==> src/rtl/lf_prefix_adder32.sv <==
// lf_prefix_adder32
//   Registered 32-lane inclusive prefix population count. Lane i of psum
//   holds the number of set bits in mask[i:0], computed by a Ladner-Fischer
//   parallel-prefix tree (5 combine levels) followed by one output register.
//   The redundancy controller uses the lanes as compaction/slot indices.
//
// Ports
//   clk        rising-edge clock
//   reset      synchronous, active-high; clears psum and out_valid
//   in_valid   qualifies mask on the current edge
//   mask       32 occupancy bits, bit 0 is lane 0
//   out_valid  psum was computed from a valid mask (in_valid delayed 1 cycle)
//   psum       192 bits, lane i at psum[6*i +: 6], unsigned 0..i+1
module lf_prefix_adder32 (
  input  logic         clk,
  input  logic         reset,
  input  logic         in_valid,
  input  logic [31:0]  mask,
  output logic         out_valid,
  output logic [191:0] psum
);

  localparam int LANES = 32;
  localparam int CW    = 6;

  // One Ladner-Fischer combine level. Every lane whose index has bit l set
  // adds the prefix held by the last lane of the preceding 2^l block; the
  // other lanes pass through. Lanes are carried at the full 6 bits; at level
  // l no lane exceeds 2^(l+1), so the upper bits are constant zero and are
  // trimmed by synthesis, giving the 1..6-bit width growth of the tree.
  function automatic logic [LANES*CW-1:0] lf_level(input logic [LANES*CW-1:0] p,
                                                   input int l);
    logic [LANES*CW-1:0] r;
    int src;
    r = p;
    for (int i = 0; i < LANES; i++) begin
      if (((i >> l) & 1) != 0) begin
        // Last lane of the block just below lane i at this level.
        src = ((i >> (l + 1)) << (l + 1)) + (1 << l) - 1;
        r[CW*i +: CW] = p[CW*i +: CW] + p[CW*src +: CW];
      end
    end
    return r;
  endfunction

  logic [LANES*CW-1:0] lvl0, lvl1, lvl2, lvl3, lvl4, lvl5;

  // Level 0: each lane starts as its own occupancy bit, zero-extended.
  always_comb begin
    // NOTE: every variable written in a combinational block gets a default
    // first so no path leaves it unassigned, which would infer a latch.
    lvl0 = '0;
    for (int i = 0; i < LANES; i++) begin
      lvl0[CW*i +: CW] = {5'b0, mask[i]};
    end
  end

  assign lvl1 = lf_level(lvl0, 0);
  assign lvl2 = lf_level(lvl1, 1);
  assign lvl3 = lf_level(lvl2, 2);
  assign lvl4 = lf_level(lvl3, 3);
  assign lvl5 = lf_level(lvl4, 4);

  // psum reloads every cycle regardless of in_valid; consumers qualify it
  // with out_valid. Reset dominates, discarding whatever was in flight.
  always_ff @(posedge clk) begin
    // NOTE: sequential state uses non-blocking assignments so every register
    // samples pre-edge values regardless of statement order.
    if (reset) begin
      psum      <= '0;
      out_valid <= 1'b0;
    end else begin
      psum      <= lvl5;
      out_valid <= in_valid;
    end
  end

endmodule

==> config.mk <==
export PLATFORM = sky130hd
export DESIGN_NAME = lf_prefix_adder32
export DESIGN_NICKNAME = d
export VERILOG_FILES = /design/src/rtl/lf_prefix_adder32.sv
export SDC_FILE = /design/constraint.sdc
export NUM_CORES = 1
export LEC_CHECK = 0
export CAP_MARGIN = 20
export CORE_MARGIN = 5
export CORE_UTILIZATION = 49
export CTS_CLUSTER_DIAMETER = 60
export DETAILED_ROUTE_END_ITERATION = 7
export PLACE_DENSITY_LB_ADDON = 0.25
export SYNTH_ARGS = -nofsm -noshare
export SYNTH_HDL_FRONTEND = slang
export SYNTH_SLANG_ARGS = --single-unit
export TNS_END_PERCENT = 50
==> constraint.sdc <==
create_clock -name clk -period 7.7 [get_ports clk]
set_clock_uncertainty 0.1 [all_clocks]
set_input_delay 1.155 -clock clk [delete_from_list [all_inputs] [get_ports clk]]
set_output_delay 1.155 -clock clk [all_outputs]
set_load 0.02 [all_outputs]
# After elaboration in Yosys (flattened, before gate mapping)
# Cells that the tools add are included.
[word_totals]
reg_bits = 193
out_inout_bits = 193
elab_cells = 83
[classes]
n_addsub = 80
[ops]
columns = ["cell", "n"]
rows = [
  ["adder 5 x 5 -> 6 bit", 8],
  ["adder 4 x 4 -> 5 bit", 8],
  ["adder 1 x 1 -> 2 bit", 16],
  ["adder 3 x 3 -> 4 bit", 8],
  ["adder 1 x 2 -> 3 bit", 8],
  ["adder 2 x 2 -> 3 bit", 8],
  ["adder 4 x 5 -> 6 bit", 4],
  ["adder 3 x 4 -> 5 bit", 4],
  ["adder 1 x 3 -> 4 bit", 4],
  ["adder 2 x 3 -> 4 bit", 4],
  ["adder 3 x 5 -> 6 bit", 2],
  ["adder 1 x 4 -> 5 bit", 2],
  ["adder 2 x 4 -> 5 bit", 2],
  ["adder 1 x 5 -> 6 bit", 1],
  ["adder 2 x 5 -> 6 bit", 1],
]

# Depth between registers and ports, before layout
# Gate-level depths: netlist (run 1).
[logic_depth]
ltp_word = 5
depth_mapped = 24
mapped_depth_nobuf = 22

# Worst setup path after synthesis (run 1)
# No wires, ideal clock.
[synth_path]
kind = "input to register"
startpoint = "input mask[0]"
endpoint = "register psum[161]"
path_stages = 17
required_ps = 7478
setup_ps = 122
slack_ps = 622
arrival_ps = 6856
path_cell_list = "ha_1 > fa_1 > fa_1 > ha_1 > inv_1 > fa_1 > fa_1 > inv_1 > fa_1 > inv_1 > fa_1 > inv_1 > ha_1 > a21o_1 > a21o_1 > a21oi_1 > o21ai_0"
[synth_between]
elab_chain_len = 5
[synth_rtl]
columns = ["element", "line", "text"]
rows = [
  ["start: declaration", "18", "input logic [31:0] mask,"],
  ["adder 1 x 1 -> 2 bit", "40", "r[CW*i +: CW] = p[CW*i +: CW] + p[CW*src +: CW];"],
  ["adder 2 x 2 -> 3 bit", "40", ""],
  ["net lvl2[18]", "46", "logic [LANES*CW-1:0] lvl0, lvl1, lvl2, lvl3, lvl4, lvl5;"],
  ["adder 3 x 3 -> 4 bit", "40", ""],
  ["adder 4 x 4 -> 5 bit", "40", ""],
  ["net lvl4[91]", "46", ""],
  ["adder 5 x 5 -> 6 bit", "40", ""],
  ["end signal: assignment", "73", "psum <= lvl5;"],
  ["end: declaration", "20", "output logic [191:0] psum"],
]
# The timed path passes the listed nets, and every way through them passes these cells.
# A chain may end at the register's enable or synchronous reset.

# Final worst setup path (run 1)
[layout_path]
startpoint = "input mask[0]"
endpoint = "register psum[179]"
[layout_between]
elab_chain_len = 5
[layout_rtl]
columns = ["element", "line"]
rows = [
  ["adder 1 x 1 -> 2 bit", "40"],
  ["net lvl1[6]", "46"],
  ["adder 2 x 2 -> 3 bit", "40"],
  ["net lvl2[18]", "46"],
  ["adder 3 x 3 -> 4 bit", "40"],
  ["adder 4 x 4 -> 5 bit", "40"],
  ["net lvl4[93]", "46"],
  ["adder 5 x 5 -> 6 bit", "40"],
]
# The timed path passes the listed nets, and every way through them passes these cells.

==> summary.md, run 1 <==
| Metric | Value |
|---|---|
| Outcome | finished, final reports clean |
| F_max | around 140 MHz |
| Synth Area in XOR/XNOR | around 5.3% |
| Synthesized flop and latch total | between 150 and 200 |
| Yosys top cell area share | 39.0% |
| Final nets | around 1200 |
| Crit-path slowest cell | fa_1 |
| Worst path required time | between 7000 and 8000 ps |
| Synth Instances | 805 |
| Commonest non-fill, non-tap cell in the layout | clkdlybuf4s50_1 |
| Bufs on Longest Clock Path | 2 |
| Fin. Hold Viols | 0 |
| Setup bufs post-CTS | 0 |
| DP Wirelength | about 15000 um |
| P&R area growth vs syn | 32.7% |
| Most frequent cells in the layout | 195 x clkdlybuf4s50_1, 162 x dfxtp_1, 106 x inv_1, 84 x nor2_1, 75 x ha_1 |
| H-tree depth | 4 |
| Worst setup margin | 551 ps |
| Core Box Area | between 15000 and 20000 um2 |
| Setup TNS | 0 ps |
| Root Driver | clkbuf_16 |
| Largest stage delay, worst path | 670 ps |
| GRT Resource Usage Total | 20.5% |
| Pre-CTS WS | roughly 130 ps |
| Largest area contributor in the netlist | dfxtp_1 |
| Post-synthesis mux area share | less than 1% |
| Die W | 140 um |
| Largest family of logic cells by synthesized area | adder cells |
| CTS Buf Count | 17 |
| GRT Residual Overflow | 0 |
| Diode count | 0 |
| Post-Synth Simple-Gate Area | between 10% and 20% |
| Initial antenna violation count | 0 |
| Avg WL per Cell | roughly 16 um |
| IO Port Bufs | ~200 |
| Finished Layout Cells | around 1200 |
| Worst Hold Class | in -> reg |
| Async set or reset register ratio after synthesis | 0% |
| Critical Path Sink | psum[179] |
| TritonCTS clock tree | built |
| Hold_buf cts | 0 |
| Initial Util | approximately 50% |
| Largest cells by area after synthesis | dfxtp_1 39%, fa_1 16%, ha_1 11% |
| Die Footprint | 19700 um2 |
| Crit path DAT | around 7300 ps |
| Post-synth EDFFs | 0 |
| Critical path launch point | mask[0] |
| Adder-Cell Fraction of Synth Area | 27.6% |
| Crit Path Class | in -> reg |
| Synth Cell Area | 8320 um2 |
| Synth Area in Compound Gates | a little over 6% |
| Minimum clock period | roughly 7100 ps |
| Kind of end point of the critical path | flip-flop |
| Slew @ Worst Pin | 791 ps |
| TritonRoute pass-1 iters | 6 |
| Startpoint types | primary input |
| Post-layout util | between 60% and 70% |
| Vias per inst | roughly 4.7 |
| CTS Sinks | 162 |
| Fin. max-slew vios | 0 |
| Layout cells sized above 1 | 5.09% |
| Total Wirelength | ~20000 um |
| IO Count | ~230 |
| Syn_area_per_cell | ~10 um2 |
| DR iter-0 viols | ~240 |
| Max transition margin | between 40% and 50% |
| FP Rows | between 40 and 50 |
| Prevailing post-synth register cell | dfxtp_1 |
| Post-synthesis sequential area ratio | about two fifths |
| Yosys warns | 0 |
| Finish-stage setup viols | 0 |
| Inst Count DP | approximately 1200 |
| Largest net degree at the start of global routing | 82 |
| First-pass GRT wire length | 31800 um |
| Clock input transition at the sequential cells of the worst setup and hold paths | about 60 ps |
| Synth unique cells | 45 |
| Die Y | 140 um |
| Unrepaired setup endpoints after global routing | no |
| Vias in the first global route | 6112 |
| Post-CTS sizing | 0 |
| Final Wtd Congestion | just under 0.9 |
| Critical path cell sequence | clkdlybuf4s50_1 > ha_1 > fa_1 > fa_1 > ha_1 > inv_1 > fa_1 > fa_1 > inv_1 > ha_1 > and3b_2 > o21ai_2 > nand2_1 > inv_1 > ha_1 > ha_1 > inv_1 > fa_1 > nor2b_1 > nor3_1 > xnor2_1 > nor2_1 |
| Residual DRC | 0 |
| Max-cap violations | 0 |
| Final worst path period share | roughly 93% |
| Final ANT Viol Nets | 0 |
| Via count | 5860 |
| Top fanout value on the critical path | 8 |
[kinds of logic (layout without fill, tap and decap cells)]
group / after synthesis / count (layout)
adder cells (fa/ha/maj): 143 / 143
XOR/XNOR: 44 / 44
AND/OR/NAND/NOR: 200 / 200
other: 1 / 31
flip-flops: 162 / 162
buffers and inverters: 164 / 351
AO/OA/AOI/OAI: 85 / 85
multiplexers: 6 / 6
[worst min-delay path by stage]
stage	cells past startpoint	start	endpoint	slack [ps]
2_1_floorplan	1	reset	psum[20]	1130
5_1_grt	2	in_valid	out_valid	1220
3_3_place_gp	2	reset	psum[25]	1620
4_1_cts	2	reset	psum[7]	1160
3_5_place_dp	2	reset	psum[7]	1610
6_report	2	reset	psum[7]	1170
[critical path: cells and delay by family]
family / cells / cell delay, ps
buffers and inverters: 5 / 890
and+or+nand+nor: 5 / 810
adders and majority gates: 10 / 4220
xor gates and xnor gates: 1 / 140
AOI/OAI and AO/OA: 1 / 80
[flip-flops by register name (all words and copies together), names as in the netlist]
register	flops
psum	161
out_valid	1
[synthesized netlist by cell type, types with 4 or more instances]
library cell / count
a21oi_1: 36
dfxtp_1: 162
nand2_1: 4
buf_4: 31
xnor2_1: 25
and3_1: 5
fa_1: 68
nor3b_1: 4
or3_1: 4
o21ai_0: 13
nor2b_1: 59
clkbuf_1: 19
buf_2: 4
inv_1: 106
nand2b_1: 6
nand3_1: 6
ha_1: 75
mux2i_1: 6
nor3_1: 17
a31oi_1: 5
a21o_1: 17
nor2_1: 84
xor2_1: 14
[stage by stage]
| stage | cell area (um2) | hold slack [ps] |
|---|---|---|
| finish | 11000 | 1170 |
| floorplan | 8430 | 1130 |
| global placement | 10400 | 1620 |
| detailed placement | 10400 | 1610 |
| CTS | 11000 | 1160 |
| global route | 11000 | 1220 |
[routing by layer]
metal,routed length (um),track usage [%],vias to the layer above
li1,-,-,2887
met1,8410,25.5,2741
met2,9390,33.9,194
met3,1390,6.17,38
met4,486,7.50,0
met5,0,0,-
[cell type report]
class	count	area, um2
Clock buffer	24	482
Clock inverter	8	125
Fill cell	1350	5600
Inverter	109	409
Multi-Input combinational cell	509	4440
Sequential cell	162	3240
Tap cell	220	275
Timing Repair Buffer	210	2060
Power of run 1 is not shown: default switching activity piles up to over one toggle a cycle in this logic, so the estimate is an artifact.
==> run 2, diff against run 1 <==
CAP_MARGIN = 10   (was 20)
==> results of run 2 <==
Same layout as run 1: the final DEF is identical, and so are final timing and power.
Power of run 2 is left out for the same reason.
==> run 3, diff against run 2 <==
CORE_ASPECT_RATIO = 0.75   (was not set)
==> summary.md, run 3 (same netlist as run 1, synthesis figures left out) <==
| Metric | Value |
|---|---|
| Outcome | finished, final reports clean |
| Avg WL per Cell | 15.9 um |
| Unrepaired setup endpoints after global routing | no |
| Vias per inst | approximately 4.7 |
| Final nets | about 1200 |
| Total Wirelength | 19600 um |
| Fillcell total | between 1000 and 1500 |
| Finish-stage setup viols | 0 |
| Initial Util | approximately half |
| Worst Hold Class | in -> reg |
| First-pass GRT wire length | 31600 um |
| Setup bufs post-CTS | 0 |
| DR iter-0 viols | ~260 |
| F_max | 141 MHz |
| Diode count | 0 |
| Via count | 5792 |
| TritonRoute pass-1 iters | 5 |
| Final ANT Viol Nets | 0 |
| Most frequent cells in the layout | 195 x clkdlybuf4s50_1, 162 x dfxtp_1, 106 x inv_1, 84 x nor2_1, 75 x ha_1 |
| DP Wirelength | around 15000 um |
| Commonest non-fill, non-tap cell in the layout | clkdlybuf4s50_1 |
| Layout cells sized above 1 | about 5.4% |
| Max transition margin | a little over two fifths |
| Largest regs | psum (161), out_valid (1) |
| Worst path required time | just under 8000 ps |
| TritonCTS clock tree | built |
| GRT Resource Usage Total | approximately 20% |
| Register area | about 3200 um2 |
| Top fanout value on the critical path | 8 |
| Vias in the first global route | between 6000 and 7000 |
| Hold_buf cts | 0 |
| IO Port Bufs | just under 200 |
| Final Wtd Congestion | between 0.8 and 0.9 |
| Die Footprint | ~20000 um2 |
| Die W | between 150 and 200 um |
| Kind of end point of the critical path | flip-flop |
| Biggest register | psum |
| Fin. Hold Viols | 0 |
| Largest net degree at the start of global routing | between 80 and 90 |
| Fin. max-slew vios | 0 |
| Final worst path period share | 91.8% |
| Residual DRC | 0 |
| P&R area growth vs syn | 32.4% |
| Crit Path Class | in -> reg |
| Core Box Area | 16700 um2 |
| Post-CTS sizing | 0 |
| Setup TNS | 0 ps |
| Footprint of the multi-input gates | between 4000 and 5000 um2 |
| IO Count | 228 |
| Clock input transition at the sequential cells of the worst setup and hold paths | around 70 ps |
| Root Driver | clkbuf_16 |
| H-tree depth | 4 |
| Crit path DAT | approximately 7300 ps |
| Bufs on Longest Clock Path | 2 |
| Max reg flops | 161 |
| Die Y | between 100 and 150 um |
| Max-cap violations | 0 |
| CTS Sinks | between 150 and 200 |
| GRT Residual Overflow | 0 |
| Minimum clock period | roughly 7100 ps |
| Initial antenna violation count | 0 |
| CTS Buf Count | 17 |
| Slew @ Worst Pin | about 860 ps |
| Startpoint types | primary input |
| FP Rows | between 40 and 50 |
-- run 3: cell types whose count changed in the layout (fill, tap and decap cells not counted) --
cell / delta
inv_6: +4
bufinv_16: -1
clkbuf_8: -3
clkbuf_1: -3
clkinvlp_4: +3
-- run 3: layout make-up --
class,instances,area share [%]
clock buffer,18,3.90
clock inverter,14,1.39
inverter,109,3.72
multi-input combinational,509,40.4
sequential,162,29.5
tap,215,2.44
timing repair buffer,210,18.7
-- run 3: final timing paths --
path	from	to	slack, ps	cells past startpoint
max	mask[0]	psum[179]	630	22
min	reset	psum[57]	1110	2
-- run 3: stage by stage --
| stage | instances | hold WS (ps) | area, um2 | setup slack (ps) | util, % |
|---|---|---|---|---|---|
| detailed placement | 1205 | 1550 | 10400 | 179 | 62.4 |
| finish | 1237 | 1110 | 11000 | 629 | 65.8 |
| global route | 1237 | 1130 | 11000 | 176 | 65.8 |
| CTS | 1237 | 1100 | 11000 | 621 | 65.8 |
| floorplan | 835 | 1130 | 8430 | 622 | - |
| global placement | 1205 | 1560 | 10400 | 281 | 62.4 |
-- run 3: worst max-delay path, cell delays in order --
cell and delay (ps):
clkdlybuf4s50_1 470, ha_1 370, fa_1 560, fa_1 430, ha_1 220, inv_1 70, fa_1 470, fa_1 600
inv_1 120, ha_1 230, a21oi_1 180, nand3_1 180, nand2_1 240, inv_1 120, ha_1 320, ha_1 220
inv_1 90, fa_1 660, nor2b_1 120, nor3_1 230, xnor2_1 150, nor2_1 50
-- run 3: layer usage --
layer | part of all wire (%) | wire length (um) | global-route usage, %
met1 | 49 | 9580 | 28.9
met2 | 44 | 8590 | 30.9
met3 | 6.6 | 1290 | 6.51
met4 | 0.81 | 158 | 4.62
met5 | 0 | 0 | 0
Power of run 3 is left out for the same reason.
